--- config.mk ---
export PLATFORM = sky130hd
export DESIGN_NAME = icache_2way_param
export DESIGN_NICKNAME = d
export VERILOG_FILES = /design/src/rtl/icache_2way_param.sv
export SDC_FILE = /design/constraint.sdc
export NUM_CORES = 2
export LEC_CHECK = 0
export ABC_AREA = 1
export ABC_CLOCK_PERIOD_IN_PS = 8300
export BUFFER_PORTS_ARGS = -buffer_cell sky130_fd_sc_hd__buf_2
export CORE_UTILIZATION = 50
export CTS_BUF_LIST = sky130_fd_sc_hd__clkbuf_4
export DETAILED_ROUTE_END_ITERATION = 8
export PLACE_DENSITY = 0.67
export SLEW_MARGIN = 10
export SYNTH_ARGS = -nofsm -noshare
export SYNTH_HDL_FRONTEND = slang
export SYNTH_SLANG_ARGS = --single-unit
--- constraint.sdc ---
create_clock -name clock -period 8.3 [get_ports clock]
set_input_delay 0.83 -clock clock [delete_from_list [all_inputs] [get_ports clock]]
set_output_delay 0.83 -clock clock [all_outputs]
set_load 0.03 [all_outputs]
--- src/rtl/icache_2way_param.sv ---
// icache_2way_param: 2-way set-associative read-only instruction cache with LRU, flush and hit/miss counters
module icache_2way_param #(
    parameter int INDEX_BITS  = 3,
    parameter int OFFSET_BITS = 2,
    parameter int TAG_BITS    = 3,
    parameter int CNT_W       = 16
) (
    input  logic                                clock,
    input  logic                                reset,
    input  logic [31:0]                         PC,
    input  logic                                flush,
    output logic [31:0]                         INSTRUCTION,
    output logic                                BUSYWAIT_INSTR,
    output logic                                instr_read,
    output logic [TAG_BITS+INDEX_BITS-1:0]      instr_address,
    input  logic [(32<<OFFSET_BITS)-1:0]        instr_readdata,
    input  logic                                instr_busywait,
    output logic [CNT_W-1:0]                    hit_count,
    output logic [CNT_W-1:0]                    miss_count
);
    localparam int SETS  = 1 << INDEX_BITS;
    localparam int BLK_W = 32 << OFFSET_BITS;
    localparam int AW    = TAG_BITS + INDEX_BITS;
    localparam logic [0:0] IDLE     = 1'b0;
    localparam logic [0:0] MEM_READ = 1'b1;

    logic [0:0]            state;
    logic [SETS-1:0]       valid0, valid1, lru;
    logic [TAG_BITS-1:0]   tag0 [SETS];
    logic [TAG_BITS-1:0]   tag1 [SETS];
    logic [BLK_W-1:0]      data0 [SETS];
    logic [BLK_W-1:0]      data1 [SETS];
    logic [TAG_BITS-1:0]   pc_tag, fill_tag;
    logic [INDEX_BITS-1:0] pc_index, fill_index;
    logic [OFFSET_BITS-1:0] pc_offset;
    logic                  fill_way, flush_pending, refill_done;
    logic                  hit0, hit1, hit, victim, fill_done;
    logic                  unused_pc;

    assign pc_offset = PC[OFFSET_BITS+1:2];
    assign pc_index  = PC[OFFSET_BITS+2 +: INDEX_BITS];
    assign pc_tag    = PC[OFFSET_BITS+INDEX_BITS+2 +: TAG_BITS];
    assign unused_pc = ^{PC[31:AW+OFFSET_BITS+2], PC[1:0]};

    assign hit0 = valid0[pc_index] && tag0[pc_index] == pc_tag;
    assign hit1 = valid1[pc_index] && tag1[pc_index] == pc_tag;
    assign hit  = hit0 || hit1;

    // Victim prefers an empty way before consulting the LRU bit
    assign victim    = !valid0[pc_index] ? 1'b0 : !valid1[pc_index] ? 1'b1 : lru[pc_index];
    assign fill_done = state == MEM_READ && !instr_busywait;

    assign INSTRUCTION    = hit0 ? data0[pc_index][{pc_offset, 5'd0} +: 32] :
                            hit1 ? data1[pc_index][{pc_offset, 5'd0} +: 32] : 32'd0;
    assign BUSYWAIT_INSTR = reset || state == MEM_READ || !hit || flush;
    assign instr_read     = state == MEM_READ;
    assign instr_address  = instr_read ? {fill_tag, fill_index} : '0;

    // Control state: FSM, valid/LRU bits, pending flush and saturating counters
    always_ff @(posedge clock or posedge reset) begin
        if (reset) begin
            state         <= IDLE;
            valid0        <= '0;
            valid1        <= '0;
            lru           <= '0;
            hit_count     <= '0;
            miss_count    <= '0;
            flush_pending <= 1'b0;
            refill_done   <= 1'b0;
            fill_tag      <= '0;
            fill_index    <= '0;
            fill_way      <= 1'b0;
        end else if (state == IDLE) begin
            refill_done <= 1'b0;
            if (flush) begin
                valid0 <= '0;
                valid1 <= '0;
            end else if (hit) begin
                lru[pc_index] <= hit0;
                if (!refill_done)
                    hit_count <= hit_count + {{(CNT_W-1){1'b0}}, ~&hit_count};
            end else begin
                fill_tag   <= pc_tag;
                fill_index <= pc_index;
                fill_way   <= victim;
                miss_count <= miss_count + {{(CNT_W-1){1'b0}}, ~&miss_count};
                state      <= MEM_READ;
            end
        end else if (!instr_busywait) begin
            if (flush || flush_pending) begin
                valid0 <= '0;
                valid1 <= '0;
            end else if (fill_way) begin
                valid1[fill_index] <= 1'b1;
            end else begin
                valid0[fill_index] <= 1'b1;
            end
            lru[fill_index] <= ~fill_way;
            refill_done     <= 1'b1;
            flush_pending   <= 1'b0;
            state           <= IDLE;
        end else if (flush) begin
            flush_pending <= 1'b1;
        end
    end

    // Line storage written only when a refill completes; a reset mid-fill leaves it untouched
    always_ff @(posedge clock) begin
        if (fill_done) begin
            if (fill_way) begin
                tag1[fill_index]  <= fill_tag;
                data1[fill_index] <= instr_readdata;
            end else begin
                tag0[fill_index]  <= fill_tag;
                data0[fill_index] <= instr_readdata;
            end
        end
    end
endmodule

==> results.toml <==
[final_layout]
multi_input_area_um2 = 15700
drive_gt1_share_pct = 16.7
nets = 6716
regArea_um2 = 64600
syn_to_final_growth_pct = 14.0
fill_cells = 12749

[outcome]
status = "finished, final reports clean"

[drt]
wire_per_inst_um = 26.1
drc = 0
vias = 54199
routed_via_density = 5.97
drtIter0Drc = 6337
firstDrtPassIters = 6
ant_nets = 0
wirelength_um = 237000

[clocking]
htree_levels = 6
clkLatencyLatePin_ns = 1.36
cts_root_buf = "clkbuf_4"
cts_buffers = 553
clockBufferDepth = 4
cts_tree = "done"
cts_resized = 0
cts.sinks = 2162
path_clk_slew_ns = 0.06

[power_and_ir_drop]
p_sw_share_pct = 24.2
p_total_mw = 22.9
internal-power_mw = 17.4
p_comb_share_pct = 7.5
switchingPower_mw = 5.56
p_per_area_nw_per_um2 = 245
p_seq_share_pct = 54.7
irDropWorstVdd_mv = 0.163
clkPwrFrac_pct = 37.8
leakage_nw = 32.0

[sta]
worstMarginPinSlew_ns = 1.19
setup_viol = 0
tns_ns = 0
fin_skew_ns = 0.0763
slew_violations = 0
slew_headroom_pct = 20.3
fin_crit_ns = 6.63
hold_viol_final = 0
max_freq_mhz = 151
post-route-period-util_pct = 79.9
rsz0062_at_grt = "false"

[global_routing]
antenna_found_initial = 31
grt_max_degree = 112
track_usage_pct = 28.6
grt_pass1_vias = 52559
overflow = 0
grt_pass1_wl_um = 344000

[floorplan]
row_count = 148
die_w_um = 407
die_h_um = 407
start_util_pct = 50.4
coreArea_um2 = 163000
io_pins = 236
dieArea_um2 = 166000

[place]
port_buffers = 211
gp_congestion = 0.829
hpwlAfterDp_um = 113000

[synthesis]
syn_area_per_cell_um2 = 13.9
ys_types = 41
syn-instance-count = 5886
synth_seq_cells = 2162
synth.top_cell.area_share_pct = 76.8
ys_seq_area_share_pct = 78.8
ys_warn_count = 0
syn-cell-area_um2 = 82000
syn_nets = 6054
synth_top_cells_by_area = "edfxtp_1, nand2_1, nor2_1, o21ai_0, dfrtp_1"
yosysTopAreaCell = "edfxtp_1"

[worst_setup_path]
reg2reg_to = "data0[1][31]"
crit_arrival_ns = 5.80
worstSetupStartpoint = "PC[6]"
cp_max_fo = 55
crit_chain = "dlygate4sd3_1 -> buf_2 -> nor2_1 -> buf_4 -> nand2_4 -> buf_4 -> buf_4 -> nor2_1 -> a211oi_1 -> a21oi_1 -> a21oi_1 -> nand3_1 -> nand2_1 -> buf_2"
reg2reg_slack_ns = 4.08
reg2reg_from = "instr_read"
max_stage_delay_ns = 0.96
critPathCaptureType = "output port"
crit_top_cell = "buf_4"
crit_type = "in -> out"
crit_path_top_delay_cell = "buf_4"
ff2ff_path_depth = 5
worstSetupStartpointType = "input pin"
cp.required_ns = 7.47

[hold_path]
holdCritPathClass = "in -> async"

[job]
drv_cap = 0
-- routing by layer --
| metal | GRT usage [%] | routed length (µm) |
|---|---|---|
| met1 | 38.7 | 91800 |
| met2 | 45.9 | 113000 |
| met3 | 6.43 | 26200 |
| met4 | 9.78 | 6230 |
| met5 | 0 | 103 |
-- placed cells by master, fill, tap and decap left out, drive strengths merged, types with 11 or more instances in the layout --
cell type / instances
a211oi: 114
a21oi: 193
a221oi: 33
a22o: 24
a22oi: 48
buf: 292
clkbuf: 785
clkinv: 88
dfrtp: 66
diode: 19
dlygate4sd3: 136
edfxtp: 2096
inv: 162
nand2: 1178
nand3: 229
nand4: 104
nor2: 520
nor3: 70
nor4: 11
o2111ai: 11
o211ai: 13
o21ai: 394
o22ai: 263
xor2: 11
-- repair_timing --
item                                   in CTS  in global routing
setup endpoints to repair                   0                  0
setup buffers                               0                  0
hold buffers                              136                  0
endpoints found under the hold margin    2122                  0
-- metrics by stage --
stage	instance area (µm²)	worst slack, ns	hold WS [ns]	util, %	cells
3_3_place_gp	85600	2.41	0.457	52.6	8032
4_1_cts	93400	1.84	0.254	57.4	9062
6_report	93500	1.67	0.323	57.4	9081
3_5_place_dp	85600	2.43	0.459	52.6	8032
2_1_floorplan	82000	1.04	0.441	-	5886
5_1_grt	93500	1.54	0.313	57.4	9071
-- power groups by stage --
stage / combinational [mW] / clock, mW / sequential (mW)
finish: 1.71 / 8.66 / 12.5
global route: 1.83 / 9.33 / 12.6
CTS: 1.69 / 8.77 / 12.5
detailed placement: 1.62 / 0 / 12.8
global placement: 1.59 / 0 / 12.8
floorplan: 0.821 / 0 / 12.9
-- critical path, delay by kind of cell --
kind,cells,cell delay (ns)
AOI/OAI and AO/OA,3,0.97
buffers and inverters,6,3.02
and+or+nand+nor,5,0.90
-- area by class of cell --
type                       count  area share (%)
antenna                       19          0.0509
clock buffer                 785            6.30
clock inverter               109           0.672
inverter                     149           0.652
multi-input combinational   3254            16.8
sequential                  2162            69.1
tap                         2175            2.91
timing repair buffer         428            3.50
-- state kept, by name, indices dropped and copies added (netlist names), 3 cells and up --
signal / flops
data0: 1024
data1: 1024
tag0: 24
tag1: 24
hit_count: 16
miss_count: 16
lru: 8
valid0: 8
valid1: 8
fill_index: 3
fill_tag: 3
-- how the worst max path moves through the flow --
stage	endpoint	slack [ns]	cells past startpoint
floorplan	data0[6][0]	1.04	3
global placement	INSTRUCTION[31]	2.41	13
detailed placement	INSTRUCTION[31]	2.43	13
CTS	INSTRUCTION[31]	1.84	14
global route	INSTRUCTION[31]	1.54	14
finish	INSTRUCTION[31]	1.67	14
-- cells in the mapped netlist (all sizes together) --
master / count
o2111a: 2
nand3b: 8
clkbuf: 216
o2111ai: 11
o21ai: 394
nand4: 104
or3: 2
a211oi: 114
inv: 149
nor2: 520
ha: 4
nor4: 11
a221oi: 33
o211ai: 13
nor3: 70
o22ai: 263
o311ai: 7
o21a: 1
buf: 105
a32o: 2
o31ai: 2
a22o: 24
a22oi: 48
a21oi: 193
nand2: 1178
xnor2: 7
o22a: 3
nand3: 229
edfxtp: 2096
xor2: 11
dfrtp: 66
-- cells by family after synthesis --
logic type	after synthesis	synth area share (%)
buffers and inverters	470	2.27
adder cells (fa/ha/maj)	4	0.0610
XOR/XNOR	18	0.192
AO/OA/AOI/OAI	1110	8.11
flip-flops	2162	78.8
AND/OR/NAND/NOR	2122	10.6
Power figures use the tool's default switching activity.
